--- src/rtl/approx_mul_pkg.sv ---
// approx_mul_pkg: shared state encoding, default sizes and clog2 for the approximate multiplier
package approx_mul_pkg;
  typedef enum logic [1:0] {
    IDLE = 2'd0,
    NORM = 2'd1,
    MUL  = 2'd2,
    DONE = 2'd3
  } state_e;
  localparam int KEEP_DEF = 8;
  localparam int W_DEF = 16;
  function automatic int clog2(input int v);
    int r;
    r = 0;
    for (int i = 0; i < 31; i++) if ((1 << i) < v) r = i + 1;
    return r;
  endfunction
endpackage

--- src/rtl/approx_lod.sv ---
// approx_lod: leading-one detect and LSB-side truncation of an operand to KEEP significant bits
module approx_lod
  import approx_mul_pkg::*;
#(
  parameter int W = W_DEF,
  parameter int KEEP = KEEP_DEF,
  parameter int SHW = clog2(W + 1)
) (
  input  logic [W-1:0]    op_i,
  output logic [SHW-1:0]  sh_o,
  output logic [KEEP-1:0] mant_o
);
  logic [SHW-1:0] p;
  logic [W-1:0] shifted;
  always_comb begin
    p = '0;
    for (int i = 0; i < W; i++) if (op_i[i]) p = SHW'(i + 1);
    sh_o = (p > SHW'(KEEP)) ? p - SHW'(KEEP) : '0;
    shifted = op_i >> sh_o;
    mant_o = shifted[KEEP-1:0];
  end
endmodule

--- src/rtl/approx_mul_sched.sv ---
// approx_mul_sched: round-robin shared sequential approximate multiplier with tagged results
module approx_mul_sched
  import approx_mul_pkg::*;
#(
  parameter int N_REQ = 2,
  parameter int KEEP = KEEP_DEF,
  parameter int W = W_DEF,
  parameter int IDW = (N_REQ > 1) ? clog2(N_REQ) : 1
) (
  input  logic               clk,
  input  logic               reset,
  input  logic [N_REQ-1:0]   req_valid,
  input  logic [N_REQ*W-1:0] req_a,
  input  logic [N_REQ*W-1:0] req_b,
  output logic [N_REQ-1:0]   req_ready,
  output logic               res_valid,
  input  logic               res_ready,
  output logic [2*W-1:0]     res_data,
  output logic [IDW-1:0]     res_id,
  output logic               busy
);
  localparam int SHW = clog2(W + 1);
  localparam int CW = (KEEP > 1) ? clog2(KEEP) : 1;
  localparam int AW = 2 * KEEP;
  state_e state_q, state_d;
  logic [IDW-1:0] ptr_q, ptr_d, id_q, id_d, g;
  logic [W-1:0] a_q, a_d, b_q, b_d;
  logic [SHW-1:0] sha_q, sha_d, shb_q, shb_d, sha, shb;
  logic [KEEP-1:0] manta_q, manta_d, mantb_q, mantb_d, manta, mantb;
  logic [CW-1:0] cnt_q, cnt_d;
  logic [AW-1:0] acc_q, acc_d;
  logic [2*W-1:0] res_q, res_d;
  logic [2*N_REQ-1:0] rot;
  logic found;
  int sum;
  approx_lod #(.W(W), .KEEP(KEEP), .SHW(SHW)) u_lod_a (.op_i(a_q), .sh_o(sha), .mant_o(manta));
  approx_lod #(.W(W), .KEEP(KEEP), .SHW(SHW)) u_lod_b (.op_i(b_q), .sh_o(shb), .mant_o(mantb));
  // Rotate the valid vector so bit 0 is the requester at the RR pointer
  always_comb begin
    found = 1'b0;
    g = '0;
    sum = 0;
    rot = {req_valid, req_valid} >> ptr_q;
    for (int o = 0; o < N_REQ; o++) begin
      if (!found && rot[o]) begin
        found = 1'b1;
        sum = int'(ptr_q) + o;
        g = IDW'((sum >= N_REQ) ? sum - N_REQ : sum);
      end
    end
  end
  assign req_ready = (state_q == IDLE && found) ? N_REQ'(1) << g : '0;
  assign res_valid = state_q == DONE;
  assign busy = state_q != IDLE;
  assign res_data = res_q;
  assign res_id = id_q;
  always_comb begin
    state_d = state_q;
    ptr_d = ptr_q;
    id_d = id_q;
    a_d = a_q;
    b_d = b_q;
    sha_d = sha_q;
    shb_d = shb_q;
    manta_d = manta_q;
    mantb_d = mantb_q;
    cnt_d = cnt_q;
    acc_d = acc_q;
    res_d = res_q;
    case (state_q)
      IDLE: if (found) begin
        state_d = NORM;
        ptr_d = (g == IDW'(N_REQ - 1)) ? '0 : g + 1'b1;
        id_d = g;
        a_d = req_a[int'(g)*W +: W];
        b_d = req_b[int'(g)*W +: W];
      end
      NORM: begin
        state_d = MUL;
        sha_d = sha;
        shb_d = shb;
        manta_d = manta;
        mantb_d = mantb;
        cnt_d = '0;
        acc_d = '0;
      end
      MUL: begin
        acc_d = acc_q + (mantb_q[cnt_q] ? AW'(manta_q) << cnt_q : '0);
        cnt_d = cnt_q + 1'b1;
        if (cnt_q == CW'(KEEP - 1)) begin
          state_d = DONE;
          res_d = (2*W)'(acc_d) << ({1'b0, sha_q} + {1'b0, shb_q});
        end
      end
      DONE: state_d = res_ready ? IDLE : DONE;
      default: state_d = IDLE;
    endcase
  end
  always_ff @(posedge clk) begin
    if (reset) begin
      state_q <= IDLE;
      ptr_q <= '0;
      id_q <= '0;
      a_q <= '0;
      b_q <= '0;
      sha_q <= '0;
      shb_q <= '0;
      manta_q <= '0;
      mantb_q <= '0;
      cnt_q <= '0;
      acc_q <= '0;
      res_q <= '0;
    end else begin
      state_q <= state_d;
      ptr_q <= ptr_d;
      id_q <= id_d;
      a_q <= a_d;
      b_q <= b_d;
      sha_q <= sha_d;
      shb_q <= shb_d;
      manta_q <= manta_d;
      mantb_q <= mantb_d;
      cnt_q <= cnt_d;
      acc_q <= acc_d;
      res_q <= res_d;
    end
  end
endmodule

--- config.mk ---
export PLATFORM = sky130hd
export DESIGN_NAME = approx_mul_sched
export DESIGN_NICKNAME = d
export VERILOG_FILES = /design/src/rtl/approx_mul_pkg.sv /design/src/rtl/approx_lod.sv /design/src/rtl/approx_mul_sched.sv
export SDC_FILE = /design/constraint.sdc
export NUM_CORES = 1
export LEC_CHECK = 0
export ABC_AREA = 1
export CELL_PAD_IN_SITES_DETAIL_PLACEMENT = 0
export CELL_PAD_IN_SITES_GLOBAL_PLACEMENT = 1
export CORE_AREA = 2 2 152 154
export DETAILED_ROUTE_END_ITERATION = 6
export DIE_AREA = 0 0 154 156
export GPL_TIMING_DRIVEN = 0
export HOLD_SLACK_MARGIN = 0.12
export PLACE_DENSITY = 0.74
export SYNTH_ARGS = -nofsm -noshare
export SYNTH_HDL_FRONTEND = slang
export SYNTH_SLANG_ARGS = --single-unit
--- constraint.sdc ---
create_clock -name clk -period 5.5 [get_ports clk]
set_clock_uncertainty 0.05 [all_clocks]
set_input_delay 0.825 -clock clk [delete_from_list [all_inputs] [get_ports clk]]
set_output_delay 0.825 -clock clk [all_outputs]
set_load 0.005 [all_outputs]
==> metrics <==
run status finished with violations; failing checks design-rule violations; Final GP Congestion 0.893; post-synthesis register bit count 113; combinational fraction of design power 58.3%; Synth cell types 49; vias in the first global route 8,389; Slew HR 46.0%; CTS H-Tree Depth 4; Main synth FF type dfxtp_1; CP startpoint req_valid[0]; Worst R2R Start cnt_q[0]$_SDFFE_PP0P_; Ant. Diodes 0; Yosys Warn Count 0; max cap viols 0; Wirelength per Cell 14.9 microns; setup tns final 0 ns; Starting DRT DRC Count 488; Final Max Tran Viols 0; cts bufs inserted 17; # rows 55; Die X-Extent 154 microns; syn nets 1,403; die area 24,000 sq um; worst min path class flop to flop; layout cells sized above 1 6.73%; Total Routing Usage GR 21.8%; Crit path required time 4.62 ns; fillcell total 2,460; CTS tree yes; WHS 0.398 ns; Pleak 4.33 nW; DR vias 8,769; # setup viols final 0; top post-synthesis cells by area dfxtp_1 (28%), nand2_1 (20%), nand3_1 (11%), a21oi_1 (5.2%), inv_1 (5.2%); cells after synthesis 1,306; number of synthesized flops with an enable pin 0; Reg-to-Reg End res_data[16]$_SDFFE_PP0P_; I/O Pins 106; Post-Syn Area 7970 sq um; critical path type primary input to primary output; largest net degree at the start of global routing 17; Buf/Inv on CP 3; switching power total 0.00277 W; Hold Crit Start shb_q[4]$_SDFFE_PP0N_; clock-pin slew on the worst setup and hold paths 0.05 ns; Largest stage delay, worst path 0.60 ns; post-route minimum period 3.95 ns; initial antenna violation count 0; Seq/Total Area, Yosys 28.4%; Highest Clock Rate 253 MHz; pwr/cell area 558 nW/um^2; setup ws final 1.55 ns; clock share of power 22.1%; RSZ-0062 raised after global routing false; Seq pwr share 19.6%; commonest non-fill, non-tap cell in the layout nand2_1; Congestion Overflow GR 0; Post-Route WL 25.7 mm; async set-reset flop share out of synthesis 0%; CP cell instances clkdlybuf4s50_1, nand2_1, nand3_1, nand2_1, nor2_1, clkbuf_1, clkdlybuf4s50_1; Peak supply drop 0.195 mV; Resize count post-CTS 0; Reg2Reg Depth 24; Critical Path AT 3.08 ns; CP max stage cell clkdlybuf4s50_1; cell taking the most area after synthesis dfxtp_1; Avg Synthesized Cell Area 6.10 sq um; CP Max Fanout 10; DRT Pass-1 Iters 7; CP Depth 7; Vias/cell 5.08; crit share post-route 71.9%; largest buffer count on any clock path 2; Worst-Margin Slew 0.809 ns; CP Capture Type primary output; Place WS 1.50 ns; Post-CTS Setup Inserts 0; initial core utilization 35.6%; P&R area growth vs syn 25.7%; commonest non-fill, non-tap cells in the layout nand2_1 (434), nand3_1 (173), dfxtp_1 (113), inv_1 (110), clkdlybuf4s50_1 (105); area share of the largest cell type after synthesis 28.4%; number of remaining DRC errors 2; first-pass GRT wire length 42.3 mm; core region area 22,400 sq um; CTS root buffer clkbuf_16; Setup crit end req_ready[0]; Net Sw Frac 49.6%; flop-to-flop setup slack 1.59 ns; Internal Power 0.00282 W; Top delay family on crit path buffers and inverters; Worst setup SP type primary input; chip height 156 microns; # hold bufs at CTS 0; Final nets 1,527; remaining antenna violation count after routing 0; Hold Vio Cnt, Final 0; worst skew pair latency 0.43 ns; HPWL after DPL 20.4 mm; clock sinks 113; Port-buffer cells 105
-- power groups by stage --
| stage | Sequential, W | Clock (W) | Combinational [W] |
|---|---|---|---|
| after floorplan | 0.00107 | 0 | 0.00241 |
| after CTS | 0.00110 | 0.00124 | 0.00324 |
| after global routing | 0.00112 | 0.00129 | 0.00368 |
| after detailed placement | 0.00111 | 0 | 0.00322 |
| final | 0.00110 | 0.00124 | 0.00326 |
| after global placement | 0.00111 | 0 | 0.00324 |
-- worst min path at each step --
| stage | depth (start not counted) | end | slack [ns] |
|---|---|---|---|
| finish | 2 | shb_q[4]$_SDFFE_PP0N_ | 0.40 |
| global placement | 2 | sha_q[4]$_SDFFE_PP0N_ | 0.39 |
| detailed placement | 2 | sha_q[4]$_SDFFE_PP0N_ | 0.39 |
| floorplan | 2 | mantb_q[2]$_SDFFE_PP0N_ | 0.37 |
| CTS | 2 | sha_q[4]$_SDFFE_PP0N_ | 0.40 |
| global route | 2 | sha_q[4]$_SDFFE_PP0N_ | 0.41 |
-- metrics by stage --
| stage | instance area, sq um | util (%) | std cells | total power [W] |
|---|---|---|---|---|
| after global placement | 9380 | 41.9 | 1696 | 0.00435 |
| after global routing | 10000 | 44.8 | 1727 | 0.00609 |
| final | 10000 | 44.8 | 1727 | 0.00559 |
| after floorplan | 7970 | - | 1306 | 0.00348 |
| after detailed placement | 9380 | 41.9 | 1696 | 0.00434 |
| after CTS | 10000 | 44.8 | 1727 | 0.00558 |
-- tightest hold or removal path: cells and delay by family (launching register included) --
kind,cells,cell delay [ns]
DFF,1,0.31
and+or+nand+nor,2,0.09
-- cell type report --
type                            instances  area (sq um)  share of cell area [%]
Timing Repair Buffer                  105          1050                    10.5
Sequential cell                       113          2260                    22.6
Multi-Input combinational cell       1007          4970                    49.6
Buffer                                 61           265                    2.65
Clock buffer                           21           460                    4.60
Inverter                              125           469                    4.68
Clock inverter                         10           183                    1.82
Tap cell                              285           357                    3.56
-- kinds of logic (layout without fill, tap and decap cells) --
logic type / count (synthesis) / in the layout / synth area share [%]
buffers and inverters: 186 / 322 / 9.22
DFF: 113 / 113 / 28.4
and+or+nand+nor: 756 / 756 / 41.3
AOI/OAI and AO/OA: 214 / 214 / 15.2
muxes: 1 / 1 / 0.126
adders and majority gates: 28 / 28 / 4.58
xor gates and xnor gates: 8 / 8 / 1.16
-- sequential cells by signal, indices dropped and copies added, names as in the netlist --
register  count
a_q          16
acc_q        16
b_q          16
cnt_q         3
manta_q       8
mantb_q       8
ptr_q         1
res_data     32
res_id        1
sha_q         5
shb_q         5
state_q       2
-- synthesized netlist by cell type (2+ instances only) --
| cell type | number |
|---|---|
| nand2_1 | 434 |
| clkbuf_1 | 43 |
| nand3_2 | 5 |
| a21oi_2 | 6 |
| nand2_4 | 2 |
| fa_1 | 2 |
| o211ai_1 | 3 |
| nand3_4 | 2 |
| inv_2 | 10 |
| nor3_1 | 10 |
| xor2_2 | 2 |
| inv_1 | 110 |
| a21oi_1 | 83 |
| a31oi_1 | 39 |
| or2_2 | 2 |
| dfxtp_1 | 113 |
| nand3_1 | 173 |
| buf_6 | 2 |
| buf_2 | 11 |
| o21ai_0 | 51 |
| nand2_2 | 13 |
| nand4_1 | 37 |
| o21ai_1 | 13 |
| xor2_1 | 5 |
| clkinv_1 | 5 |
| o211ai_2 | 2 |
| buf_4 | 2 |
| ha_1 | 26 |
| a211oi_1 | 2 |
| o22ai_1 | 3 |
| buf_1 | 3 |
| nor2_1 | 72 |
| o21ai_2 | 4 |
-- per-layer routing --
layer | vias to the layer above | GRT usage [%] | wire (microns)
met4 | 0 | 5.03 | 250
met3 | 22 | 3.81 | 1050
met5 | - | 0 | 0
li1 | 4589 | - | -
met2 | 225 | 38.1 | 12200
met1 | 3933 | 28.2 | 12200
Note: power is estimated with default switching activity, not from simulation.
